### config.mk
export PLATFORM = sky130hd
export DESIGN_NAME = seq_divider
export DESIGN_NICKNAME = d
export VERILOG_FILES = /design/src/rtl/seq_divider_pkg.sv /design/src/rtl/add_sub.sv /design/src/rtl/seq_divider_div_step.sv /design/src/rtl/seq_divider.sv
export SDC_FILE = /design/constraint.sdc
export NUM_CORES = 1
export LEC_CHECK = 0
export BUFFER_PORTS_ARGS = -buffer_cell sky130_fd_sc_hd__buf_2
export CORE_ASPECT_RATIO = 0.6
export CORE_MARGIN = 4
export CORE_UTILIZATION = 50
export CTS_CLUSTER_DIAMETER = 120
export DETAILED_ROUTE_END_ITERATION = 8
export MAX_ROUTING_LAYER = met4
export PLACE_DENSITY = 0.69
export SKIP_LAST_GASP = 1
export SLEW_MARGIN = 0
export SYNTH_ARGS = -nofsm -noshare
export SYNTH_HDL_FRONTEND = slang
export SYNTH_SLANG_ARGS = --single-unit
### constraint.sdc
create_clock -name clock -period 8.08 [get_ports clock]
set_clock_uncertainty 0.1 [all_clocks]
set_input_delay 0.404 -clock clock [delete_from_list [all_inputs] [get_ports clock]]
set_output_delay 0.404 -clock clock [all_outputs]
set_load 0.1 [all_outputs]
### src/rtl/seq_divider_pkg.sv
// Shared definitions for the sequential divider: operand width, FSM states
// and the two's-complement magnitude/negate helpers.
package seq_divider_pkg;

    localparam int unsigned DIV_WIDTH = 32;

    typedef enum logic [1:0] {
        ST_IDLE = 2'd0,
        ST_RUN  = 2'd1,
        ST_DONE = 2'd2
    } state_t;

    function automatic logic [DIV_WIDTH-1:0] negate(input logic [DIV_WIDTH-1:0] x);
        return ~x + 1'b1;
    endfunction

    // |0x80000000| stays 0x80000000, which is correct when read as unsigned.
    function automatic logic [DIV_WIDTH-1:0] abs_val(input logic [DIV_WIDTH-1:0] x);
        return x[DIV_WIDTH-1] ? negate(x) : x;
    endfunction

endpackage

### src/rtl/add_sub.sv
// Shared adder/subtractor: sum = a + b, or a - b when sub is high.
module add_sub #(
    parameter int unsigned W = 32
) (
    input  logic [W-1:0] a,
    input  logic [W-1:0] b,
    input  logic         sub,
    output logic [W-1:0] sum
);

    assign sum = a + (sub ? ~b : b) + {{(W-1){1'b0}}, sub};

endmodule

### src/rtl/seq_divider_div_step.sv
// One restoring-division step: trial subtract of the divisor from the shifted
// partial remainder; the sign of the difference selects the quotient bit.
module div_step #(
    parameter int unsigned WIDTH = 32
) (
    input  logic [WIDTH-1:0] rem,
    input  logic             bit_in,
    input  logic [WIDTH-1:0] divisor,
    output logic [WIDTH-1:0] rem_next,
    output logic             q_bit
);

    logic [WIDTH:0] shifted;
    logic [WIDTH:0] diff;

    assign shifted = {rem, bit_in};

    add_sub #(.W(WIDTH + 1)) u_sub (
        .a   (shifted),
        .b   ({1'b0, divisor}),
        .sub (1'b1),
        .sum (diff)
    );

    // Non-negative difference means the divisor fits: take it and emit a 1.
    assign q_bit    = ~diff[WIDTH];
    assign rem_next = q_bit ? diff[WIDTH-1:0] : shifted[WIDTH-1:0];

endmodule

### src/rtl/seq_divider.sv
// Multi-cycle signed divider: magnitudes are divided by a restoring loop of
// WIDTH steps, and the quotient sign is applied on the completion edge.
module seq_divider
    import seq_divider_pkg::*;
#(
    parameter int unsigned WIDTH = DIV_WIDTH,
    parameter int unsigned CNT_W = 6
) (
    input  logic             clock,
    input  logic             reset,
    input  logic             ctrl_div,
    input  logic [WIDTH-1:0] data_operandA,
    input  logic [WIDTH-1:0] data_operandB,
    output logic [WIDTH-1:0] data_result,
    output logic             data_exception,
    output logic             data_resultRDY,
    output logic             busy
);

    state_t           state, state_next;
    logic [CNT_W-1:0] counter;
    logic [WIDTH-1:0] rem;
    logic [WIDTH-1:0] q;
    logic [WIDTH-1:0] divisor;
    logic             sign_q;
    logic             div_zero;
    logic             zero_wait;
    logic [WIDTH-1:0] rem_next;
    logic             q_bit;
    logic             operand_b_zero;

    assign operand_b_zero = (data_operandB == '0);
    assign busy           = (state == ST_RUN);

    div_step #(.WIDTH(WIDTH)) u_step (
        .rem      (rem),
        .bit_in   (q[WIDTH-1]),
        .divisor  (divisor),
        .rem_next (rem_next),
        .q_bit    (q_bit)
    );

    always_ff @(posedge clock or posedge reset) begin
        if (reset) begin
            state <= ST_IDLE;
        end else begin
            state <= state_next;
        end
    end

    // A zero divisor skips the loop but dwells one extra cycle in DONE so its
    // completion lands two edges after the start.
    always_comb begin
        state_next = state;
        case (state)
            ST_IDLE: begin
                if (ctrl_div) begin
                    state_next = operand_b_zero ? ST_DONE : ST_RUN;
                end
            end
            ST_RUN: begin
                if (counter == CNT_W'(WIDTH - 1)) begin
                    state_next = ST_DONE;
                end
            end
            ST_DONE: begin
                state_next = zero_wait ? ST_DONE : ST_IDLE;
            end
            default: state_next = ST_IDLE;
        endcase
    end

    always_ff @(posedge clock or posedge reset) begin
        if (reset) begin
            counter        <= '0;
            rem            <= '0;
            q              <= '0;
            divisor        <= '0;
            sign_q         <= 1'b0;
            div_zero       <= 1'b0;
            zero_wait      <= 1'b0;
            data_result    <= '0;
            data_exception <= 1'b0;
            data_resultRDY <= 1'b0;
        end else begin
            data_resultRDY <= 1'b0;
            case (state)
                ST_IDLE: begin
                    if (ctrl_div) begin
                        q         <= WIDTH'(abs_val(DIV_WIDTH'(data_operandA)));
                        divisor   <= WIDTH'(abs_val(DIV_WIDTH'(data_operandB)));
                        sign_q    <= data_operandA[WIDTH-1] ^ data_operandB[WIDTH-1];
                        rem       <= '0;
                        counter   <= '0;
                        div_zero  <= operand_b_zero;
                        zero_wait <= operand_b_zero;
                    end
                end
                ST_RUN: begin
                    rem     <= rem_next;
                    q       <= {q[WIDTH-2:0], q_bit};
                    counter <= counter + 1'b1;
                end
                ST_DONE: begin
                    if (zero_wait) begin
                        zero_wait <= 1'b0;
                    end else begin
                        data_resultRDY <= 1'b1;
                        data_exception <= div_zero;
                        if (div_zero) begin
                            data_result <= '0;
                        end else begin
                            data_result <= sign_q ? WIDTH'(negate(DIV_WIDTH'(q))) : q;
                        end
                    end
                end
                default: ;
            endcase
        end
    end

endmodule

==> impl_metrics.json <==
{
  "cts_tree": "yes",
  "max_slew_margin": 0.258,
  "path_max_fanout": 24,
  "synthesis.area_um2": 9720,
  "place_ws_ps": 4400,
  "wl_per_cell_um": 17.9,
  "power.density_nw_per_um2": 473,
  "ys_async_sr_fraction": 1.00,
  "critPathKind": "register to register",
  "overflow": 0,
  "critPathCaptureType": "register",
  "cts-root-buf": "clkbuf_16",
  "p_comb_frac": 0.590,
  "routed_wl_um": 26100,
  "row_count": 39,
  "start_util": 0.511,
  "fin_cells": 1456,
  "dpl.cell_count": 1423,
  "timing.final.ws_setup_ps": 4320,
  "syn_nets": 1243,
  "crit_required_ps": 8260,
  "place_area_um2": 10300,
  "clk_pin_slew_ps": 70,
  "setup_viol": 0,
  "layout.nets": 1301,
  "core_um2": 19000,
  "min_path_cells": 3,
  "startpoint_type": "register",
  "p_switching_mw": 2.50,
  "slew_viol_final": 0,
  "clock_latency_ps": 430,
  "dieWidth_um": 188,
  "cts-htree-levels": 4,
  "first_pass_iters": 5,
  "ys_seq_elements": 141,
  "r2r_cells": 12,
  "cap_viol_max_count": 0,
  "ys_seq_area_frac": 0.363,
  "cts_buffers": 17,
  "n_antenna_cell": 0,
  "cts_buffer_depth": 2,
  "die-height_um": 116,
  "die_area_um2": 21800,
  "avgSynthCellArea_um2": 8.53,
  "drtIter0Drc": 759,
  "pwr-share-seq": 0.253,
  "period_needed_ps": 3760,
  "yosysWarningCount": 0,
  "grtUsageTotal": 0.251,
  "vias_per_cell": 6.04,
  "ir_drop_uv": 229,
  "crit_arrival_ps": 3930,
  "cts.sinks": 141,
  "rsz0062_at_grt": "false",
  "syn-instance-count": 1139,
  "dpl.hpwl_um": 18800,
  "synthFlopType": "dfrtp_1",
  "grt_pass1_wl_um": 43100,
  "setup_tns_ps": 0,
  "drive_above_1_share": 0.140,
  "antenna_found_initial": 0,
  "vias": 8789,
  "status": "complete, no violations",
  "drcViolationCount": 0,
  "synth_edf_count": 0,
  "finalHoldViolCount": 0,
  "worst_pin_slew_ps": 1110,
  "grt_max_degree": 100,
  "io_buffers": 101,
  "hp-class": "input port to register",
  "whs_ps": 180,
  "fill_cells": 1736,
  "final_core_util": 0.573,
  "finalCritPeriodShare": 0.465,
  "switching_share": 0.485,
  "fmax_ghz": 0.266,
  "first_global_vias": 8044,
  "final_area_um2": 10900,
  "yosysUniqueCellTypes": 76,
  "p_leak_nw": 4.85,
  "ant_nets": 0,
  "place.gp.congestion": 0.916,
  "layout-area-overhead-vs-synth_pct": 12.2,
  "power_mw": 5.16,
  "num_io_pins": 102,
  "power_frac_clock": 0.157,
  "intPower_mw": 2.66
}
power groups by stage:
stage | combinational [mW] | sequential [mW] | clock [mW]
2_1_floorplan | 2.34 | 1.29 | 0
3_3_place_gp | 2.92 | 1.30 | 0
6_report | 3.04 | 1.31 | 0.812
4_1_cts | 3.00 | 1.30 | 0.822
5_1_grt | 3.40 | 1.35 | 0.851
3_5_place_dp | 2.97 | 1.31 | 0
state kept, by name, summed over array words and instances (netlist names):
register        flops
div_zero            1
sign_q              1
zero_wait           1
rem                32
data_exception      1
data_result        32
data_resultRDY      1
counter             6
q                  32
divisor            32
state               2
Yosys cell counts, drive strengths merged (3+ instances only):
library cell | n | share of area
or3 | 13 | 0.0089
o21ai | 140 | 0.072
buf | 18 | 0.011
o2111ai | 4 | 0.0036
nand4 | 29 | 0.019
nor3 | 17 | 0.0099
nor4 | 12 | 0.011
o41ai | 15 | 0.014
nor2b | 4 | 0.0033
o311ai | 3 | 0.0027
nor2 | 31 | 0.013
or4 | 11 | 0.010
mux2i | 5 | 0.0051
ha | 36 | 0.046
a31o | 3 | 0.0027
nand3b | 4 | 0.0031
nand3 | 48 | 0.025
a22oi | 31 | 0.024
or2 | 3 | 0.0019
inv | 56 | 0.022
o31ai | 36 | 0.030
nand2b | 14 | 0.011
a21o | 11 | 0.0085
o22ai | 3 | 0.0026
a211o | 3 | 0.0027
and3 | 6 | 0.0039
a31oi | 5 | 0.0048
nand2 | 162 | 0.063
o21bai | 5 | 0.0039
o211ai | 36 | 0.028
clkbuf | 52 | 0.020
xor2 | 87 | 0.078
dfrtp | 141 | 0.36
a21oi | 41 | 0.021
o21a | 3 | 0.0023
xnor2 | 27 | 0.024
timing repair:
| action | 4_1_cts | 5_1_grt |
|---|---|---|
| endpoints found under the hold margin | 11 | 0 |
| hold buffers | 1 | 0 |
| buffers inserted | 0 | 0 |
| gates resized for setup | 0 | 0 |
layer usage:
metal | vias to the layer above | GRT usage | part of all wire
met5 | - | - | 0
li1 | 4257 | - | -
met3 | 47 | 0.0385 | 0.080
met1 | 4113 | 0.411 | 0.53
met2 | 372 | 0.313 | 0.37
met4 | 0 | 0.0626 | 0.016
cell usage in the layout, fill, tap and decap left out, types with 4 or more instances in the layout:
cell type	instances
a21o_1	11
a21oi_1	40
a22oi_1	31
a31oi_1	4
and3_1	6
buf_2	101
buf_4	7
clkbuf_16	17
dfrtp_1	141
ha_1	36
inv_1	54
inv_6	5
mux2i_1	5
nand2_1	160
nand2b_1	12
nand3_1	48
nand3b_1	4
nand4_1	29
nor2_1	29
nor3_1	16
nor4_1	9
o2111ai_1	4
o211ai_1	36
o21ai_0	123
o21ai_1	16
o21bai_1	5
o31ai_1	34
o41ai_1	15
or3_1	12
or4_1	7
or4_4	4
xnor2_1	27
xor2_1	87
worst max-delay path, stage by stage, from the launching register on:
cell,delay (ps)
dfrtp_1,420
inv_1,70
ha_1,170
inv_1,60
fa_1,420
a211oi_1,310
o211ai_1,190
a211o_1,330
a31oi_4,230
nor4_2,120
o21a_1,320
nor2_4,640
o211ai_1,210
final timing paths:
check                      slack, ps                          end                        start
max                             4320           rem[6]$_DFFE_PP0P_            q[31]$_DFFE_PP0P_
min                              180      divisor[21]$_DFFE_PP0P_            data_operandB[21]
max reg2reg                     4320           rem[6]$_DFFE_PP0P_            q[31]$_DFFE_PP0P_
min reg2reg                      370  data_result[22]$_DFFE_PP0P_  data_result[22]$_DFFE_PP0P_
max in group asynchronous       5990      divisor[25]$_DFFE_PP0P_                        reset
min in group asynchronous        520   data_result[8]$_DFFE_PP0P_                        reset
layout make-up:
cell class	count	area (µm²)	area share
tap	246	308	0.0282
sequential	141	3530	0.323
inverter	56	215	0.0197
clock inverter	12	151	0.0139
multi-input combinational	872	5690	0.522
clock buffer	20	447	0.0409
timing repair buffer	109	568	0.0521
cell families after synthesis:
group	synth area share
flip-flops	0.363
AO/OA/AOI/OAI	0.238
buffers and inverters	0.0523
multiplexers	0.00515
AND/OR/NAND/NOR	0.190
XOR/XNOR	0.103
adder cells (fa/ha/maj)	0.0484
No activity file was read; power rests on OpenSTA's default activity.
